$ cat src/rtl/jt89_regs.sv
// SN76489 latch/data register front end: tone periods, attenuations, noise control.
// Optional READY busy handshake enabled by defining JT89_READY_EN.
module jt89_regs (
    input  logic       clk,
    input  logic       rst,
    input  logic       clk_en,
    input  logic [7:0] din,
    input  logic       wr_n,
    output logic [9:0] tone0,
    output logic [9:0] tone1,
    output logic [9:0] tone2,
    output logic [3:0] vol0,
    output logic [3:0] vol1,
    output logic [3:0] vol2,
    output logic [3:0] vol3,
    output logic [2:0] ctrl3,
    output logic       noise_rst,
    output logic       ready
);

    logic       wr_l_q;
    logic       ready_s;
    logic       write_s;
    logic [2:0] sel_s;
    logic [2:0] r_q, r_d;
    logic [9:0] tone_q [0:2];
    logic [9:0] tone_d [0:2];
    logic [3:0] vol_q  [0:3];
    logic [3:0] vol_d  [0:3];
    logic [2:0] ctrl3_q, ctrl3_d;
    logic       noise_rst_q, noise_rst_d;

    // wr_n history; it follows the pin even in reset (idle-high pin gives the
    // reset value 1), so a strobe held low across reset is not seen as an edge
    always_ff @(posedge clk) begin
        wr_l_q <= wr_n;
    end

    assign write_s = ~wr_n & wr_l_q & ready_s;
    assign sel_s   = din[7] ? din[6:4] : r_q;

    // decode one write into exactly one register field
    always_comb begin
        r_d         = r_q;
        tone_d      = tone_q;
        vol_d       = vol_q;
        ctrl3_d     = ctrl3_q;
        noise_rst_d = 1'b0;
        if (write_s) begin
            if (din[7]) begin
                r_d = din[6:4];
            end else begin
                r_d = r_q;
            end
            case (sel_s)
                3'd0, 3'd2, 3'd4: begin
                    if (din[7]) begin
                        tone_d[sel_s[2:1]][3:0] = din[3:0];
                    end else begin
                        tone_d[sel_s[2:1]][9:4] = din[5:0];
                    end
                end
                3'd1, 3'd3, 3'd5, 3'd7: begin
                    vol_d[sel_s[2:1]] = din[3:0];
                end
                3'd6: begin
                    ctrl3_d     = din[2:0];
                    noise_rst_d = 1'b1;
                end
                default: begin
                    r_d = r_q;
                end
            endcase
        end else begin
            r_d = r_q;
        end
    end

    // register state with synchronous reset
    always_ff @(posedge clk) begin
        if (rst) begin
            r_q         <= 3'd0;
            tone_q      <= '{10'd0, 10'd0, 10'd0};
            vol_q       <= '{4'hF, 4'hF, 4'hF, 4'hF};
            ctrl3_q     <= 3'd0;
            noise_rst_q <= 1'b0;
        end else begin
            r_q         <= r_d;
            tone_q      <= tone_d;
            vol_q       <= vol_d;
            ctrl3_q     <= ctrl3_d;
            noise_rst_q <= noise_rst_d;
        end
    end

`ifdef JT89_READY_EN
    logic       ready_q;
    logic [4:0] busy_q;

    // busy for 32 clk_en pulses after each accepted write
    always_ff @(posedge clk) begin
        if (rst) begin
            ready_q <= 1'b1;
            busy_q  <= 5'd0;
        end else if (write_s) begin
            ready_q <= 1'b0;
            busy_q  <= 5'd31;
        end else if (!ready_q && clk_en) begin
            if (busy_q == 5'd0) begin
                ready_q <= 1'b1;
            end else begin
                busy_q <= busy_q - 5'd1;
            end
        end else begin
            busy_q <= busy_q;
        end
    end

    assign ready_s = ready_q;
`else
    logic unused_clk_en_s;

    assign unused_clk_en_s = clk_en;
    assign ready_s         = 1'b1;
`endif

    assign tone0     = tone_q[0];
    assign tone1     = tone_q[1];
    assign tone2     = tone_q[2];
    assign vol0      = vol_q[0];
    assign vol1      = vol_q[1];
    assign vol2      = vol_q[2];
    assign vol3      = vol_q[3];
    assign ctrl3     = ctrl3_q;
    assign noise_rst = noise_rst_q;
    assign ready     = ready_s;

endmodule

$ cat config.mk
export PLATFORM = sky130hd
export DESIGN_NAME = jt89_regs
export DESIGN_NICKNAME = d
export VERILOG_FILES = /design/src/rtl/jt89_regs.sv
export SDC_FILE = /design/constraint.sdc
export NUM_CORES = 1
export LEC_CHECK = 0
export BUFFER_PORTS_ARGS = -buffer_cell sky130_fd_sc_hd__buf_2
export CAP_MARGIN = 10
export CORE_ASPECT_RATIO = 1.5
export CORE_MARGIN = 2
export CORE_UTILIZATION = 30
export CTS_CLUSTER_SIZE = 8
export DETAILED_ROUTE_END_ITERATION = 7
export GPL_ROUTABILITY_DRIVEN = 0
export PLACE_DENSITY_LB_ADDON = 0.1
export RECOVER_POWER = 50
export SLEW_MARGIN = 20
export SYNTH_ARGS = -nofsm -noshare
export SYNTH_HDL_FRONTEND = slang
export SYNTH_SLANG_ARGS = --single-unit
$ cat constraint.sdc
create_clock -name clk -period 2.4 [get_ports clk]
set_clock_uncertainty 0.05 [all_clocks]
set_input_delay 0 -clock clk [delete_from_list [all_inputs] [get_ports clk]]
set_output_delay 0 -clock clk [all_outputs]
set_load 0.01 [all_outputs]
Yosys cells after proc, flatten, opt, wreduce, memory -nomap -nowiden:

Index checks and enable logic that the tools add are counted.

* magnitude comparators: 2
* equality and inequality tests: 7
* multiplexer cells: 12
* bitwise operators: 4
* reduce and logical (&&, ||, !) cells: 8

Operator list (count)
* $bwmux W30: 2
* $demux W10 S2: 2
* $mux W30: 1
* $bwmux W16: 1
* $eq A3 B3 Y1 const B: 4
* $mux W10: 1
* $demux W4 S2: 1
* $mux W4: 2
* $eq A3 B2 Y1 const B: 2
* $reduce_and A2 Y1: 3
* $reduce_or A4 Y1: 1
* $eq A3 B1 Y1 const B: 1
* $ge A3 B3 Y1 const B: 1
* $logic_not A3 Y1: 1
* $lt A3 B1 Y1 const B: 1
* $mux W3: 1
* $not A2 Y3: 1
* $reduce_or A3 Y1: 1
* $not A1 Y1: 2
* $reduce_or A2 Y1: 1
* $and A1 B1 Y1: 1
* $logic_and A1 B1 Y1: 1
* $mux W1: 1

* register bits after elaboration: 54
* input bits: 12
* output and inout bits: 51

Depth between registers and ports, before layout:

* word-level depth: 8
* mapped depth: 5
* gate-level depth less buffers: 3

Worst setup path after synthesis:

No wires, ideal clock.

* path type: reg2reg
* start: register r_q[2]
* end: register tone_q, in the netlist tone2[6]
* arrival: 1.311 ns
* required time: 2.225 ns
* setup slack: 0.913 ns
* stages on the path, launching flop included: 5
* buffers on the path: 1
* path through: dfxtp_1 -> or3b_4 -> or3_1 -> buf_6 -> mux2i_1

* longest elaborated chain between the ends: 8
* elaborated cells on any way between the ends: 16
* those cells by class: order compare (2); eq/ne (2); mux (7); bitwise (1); reduce/logical (4)

RTL lines
* start: declaration: line 25 `logic [2:0] r_q, r_d;`
* start signal: assignment: line 88 `r_q <= r_d;`
* $mux W3 (*)
* $not A2 Y3 (not written as such): line 58, 60
* $ge A3 B3 Y1 (not written as such) / $lt A3 B1 Y1 (equally long branches): line 60 `tone_d[sel_s[2:1]][9:4] = din[5:0];`
* $logic_and A1 B1 Y1 (not written as such): line 60
* $mux W10 (not written as such): line 60
* $demux W10 S2: line 60
* $bwmux W30: line 60
* $mux W30: line 57 `if (din[7]) begin`
* end signal: assignment: line 83 `tone_q <= '{10'd0, 10'd0, 10'd0};`
* end signal: assignment: line 89 `tone_q <= tone_d;`
* end: declaration: line 26 `logic [9:0] tone_q [0:2];`

Every way passes the cells marked *; elsewhere a longest branch is shown, timed or not.
A chain may end at the register's enable or synchronous reset.

Worst setup path after layout:

Same ends and word-level chain as after synthesis.

==> flow_metrics.env <==
export IMPL_finish_utilization_pct=37.4
export IMPL_insertion_delay_ns=0.30
export IMPL_via_per_inst=4.40
export IMPL_cts_hold_buffers_added=7
export IMPL_grt_pass1_wl_um=8220
export IMPL_drc=0
export IMPL_min_period_ns=1.62
export IMPL_setup_tns_ns=0
export IMPL_core_mm2=0.00723
export IMPL_clock_path_buffers=2
export IMPL_cts_setup_buffers=0
export IMPL_clk_pin_slew_worst_paths_ns=0.10
export IMPL_wl_um=5230
export IMPL_drt_iter0_drc=57
export IMPL_post_dp_hpwl_um=3800
export IMPL_ff_latch_area_mm2=0.00108
export IMPL_synth_edf_count=0
export IMPL_routedWlPerCell_um=14.0
export IMPL_syn_nets=219
export IMPL_multi_input_area_mm2=0.00107
export IMPL_rr_worst_depth=3
export IMPL_yosys_top_cells_area="dfxtp_1, mux2i_1, nand2b_1, nor2_1, buf_6"
export IMPL_cts_htree_levels=2
export IMPL_tritoncts="done"
export IMPL_drv_cap=0
export IMPL_die_area_mm2=0.00813
export IMPL_hold_path_depth=3
export IMPL_p_per_area_mw_per_mm2=579
export IMPL_hold_viol_final=0
export IMPL_worst_pin_slew_ns=0.613
export IMPL_status="finished, final reports clean"
export IMPL_async_reset_ff_share_pct=0
export IMPL_ys_warnings_count=0
export IMPL_cts_inserted_buffers=5
export IMPL_num_rows=38
export IMPL_synth_area_mm2=0.00222
export IMPL_r2r_start="r_q[2]"
export IMPL_ctsResizeCount=0
export IMPL_final_nets=284
export IMPL_vias=1640
export IMPL_syn_to_final_growth_pct=21.4
export IMPL_place_area_mm2=0.00260
export IMPL_synth_yosys_seq_area_share_pct=48.6
export IMPL_slew_violations=0
export IMPL_regToRegSetupSlack_ns=0.78
export IMPL_grt_pass1_vias=1600
export IMPL_fmax_ghz=0.616
export IMPL_hold_class="in -> reg"
export IMPL_grt_usage_pct=13.3
export IMPL_period_share_pct=67.6
export IMPL_setup_viol=0
export IMPL_ys_seq_elements=54
export IMPL_p_leak_nw=1.10
export IMPL_clockRootBuffer="clkbuf_8"
export IMPL_critPathLaunchType="flop"
export IMPL_dp_slack_ns=0.768
export IMPL_yosysMostFrequentCell="dfxtp_1"
export IMPL_avgSynthCellArea_um2=10.7
export IMPL_drive_gt1_share_pct=9.52
export IMPL_io_buffers=60
export IMPL_crit_path_end_kind="flop"
export IMPL_drtAntennaViolNets=0
export IMPL_final_area_mm2=0.00270
export IMPL_min_from="din[4]"
export IMPL_rsz0062_at_grt="no"
export IMPL_die_w_um=74.3
export IMPL_ys_types=24
export IMPL_min_to="tone1[8]"
export IMPL_fillers=776
export IMPL_worstPathRequired_ns=2.54
export IMPL_yosysTopAreaCell="dfxtp_1"
export IMPL_fin_ws_ns=0.777
export IMPL_initial_utilization_pct=30.8
export IMPL_grt_overflow=0
export IMPL_synth_cells=207
export IMPL_netlist_area_leader_share_pct=48.6
export IMPL_antenna_found_initial=0
export IMPL_ios=63
export IMPL_r2r_end="tone2[6]"
export IMPL_crit_arrival_ns=1.76
export IMPL_synth_top_cells_by_count="dfxtp_1, mux2i_1, nand2b_1"
export IMPL_cts_sinks=54
export IMPL_vdd_ir_drop_worst_v=0.000242
export IMPL_grt_max_degree=29
export IMPL_critical_path_class="reg -> reg"
export IMPL_die_y_um=109
export IMPL_antenna_cells=0
export IMPL_drt_first_pass_iters=4
export IMPL_path_max_fanout=6
export IMPL_synthFlopType="dfxtp_1"
export IMPL_slew_headroom_pct=58.9
-- layer usage --
| metal | track usage [%] | vias up | wire [µm] |
|---|---|---|---|
| li1 | - | 824 | - |
| met1 | 16.7 | 769 | 2320 |
| met2 | 22.6 | 43 | 2580 |
| met3 | 2.75 | 4 | 276 |
| met4 | 4.21 | 0 | 47 |
| met5 | 0 | - | 0 |
-- power by group --
part           switching, mW  internal [mW]
logic                 0.0745         0.0525
registers            0.00745          0.908
clock network          0.311          0.211
-- worst max-delay path, stage by stage (launching register included) --
cell and delay [ns]:
dfxtp_1 0.39, or3b_4 0.42, or3_1 0.49, mux2i_1 0.17
-- how the worst max path moves through the flow --
stage,start,cells past startpoint,slack [ns],end
floorplan,r_q[2],4,0.91,tone2[6]
global placement,r_q[2],3,0.78,tone2[5]
detailed placement,r_q[2],3,0.77,tone2[5]
CTS,r_q[2],3,0.76,tone2[4]
global route,r_q[1],3,0.69,tone1[6]
finish,r_q[2],3,0.78,tone2[6]
-- sequential cells by signal, summed over array words and instances (netlist names) --
signal and flops:
vol1 4, vol2 4, ctrl3 3, tone1 10, tone0 10, r_q 3
vol3 4, noise_rst 1, tone2 10, vol0 4, wr_l_q 1
-- cell usage in the layout, fill, tap and decap left out, drive strengths merged, types with 2 or more instances in the layout --
cell type and count:
clkbuf 56, dfxtp 54, mux2i 52, nand2b 40, nor2 24, buf 12, dlygate4sd3 7, nand3b 4
a211oi 4, nand3 3, or3 3, nor3 2, or3b 2
-- through the flow --
step	power (mW)	hold slack (ns)	instances
2_1_floorplan	1.02	-0.0223	207
3_3_place_gp	1.06	0.0916	358
3_5_place_dp	1.06	0.0998	358
4_1_cts	1.61	0.0188	373
5_1_grt	1.64	0.0215	373
6_report	1.56	0.0210	373
-- cells by family after synthesis --
logic type      Yosys count  synth area share, %
compound gates            6                 3.10
buf+inv                  12                 3.21
flops                    54                 48.6
mux                      53                 24.5
other cells               1                0.169
simple gates             81                 20.4
-- area by class of cell --
type,instances,area share [%]
flip-flops and latches,54,40.0
clock buffers,5,2.55
clock inverters,3,0.927
well taps,100,4.63
repair buffers,70,12.2
multi-input cells,141,39.7
Power figures use the tool's default switching activity.
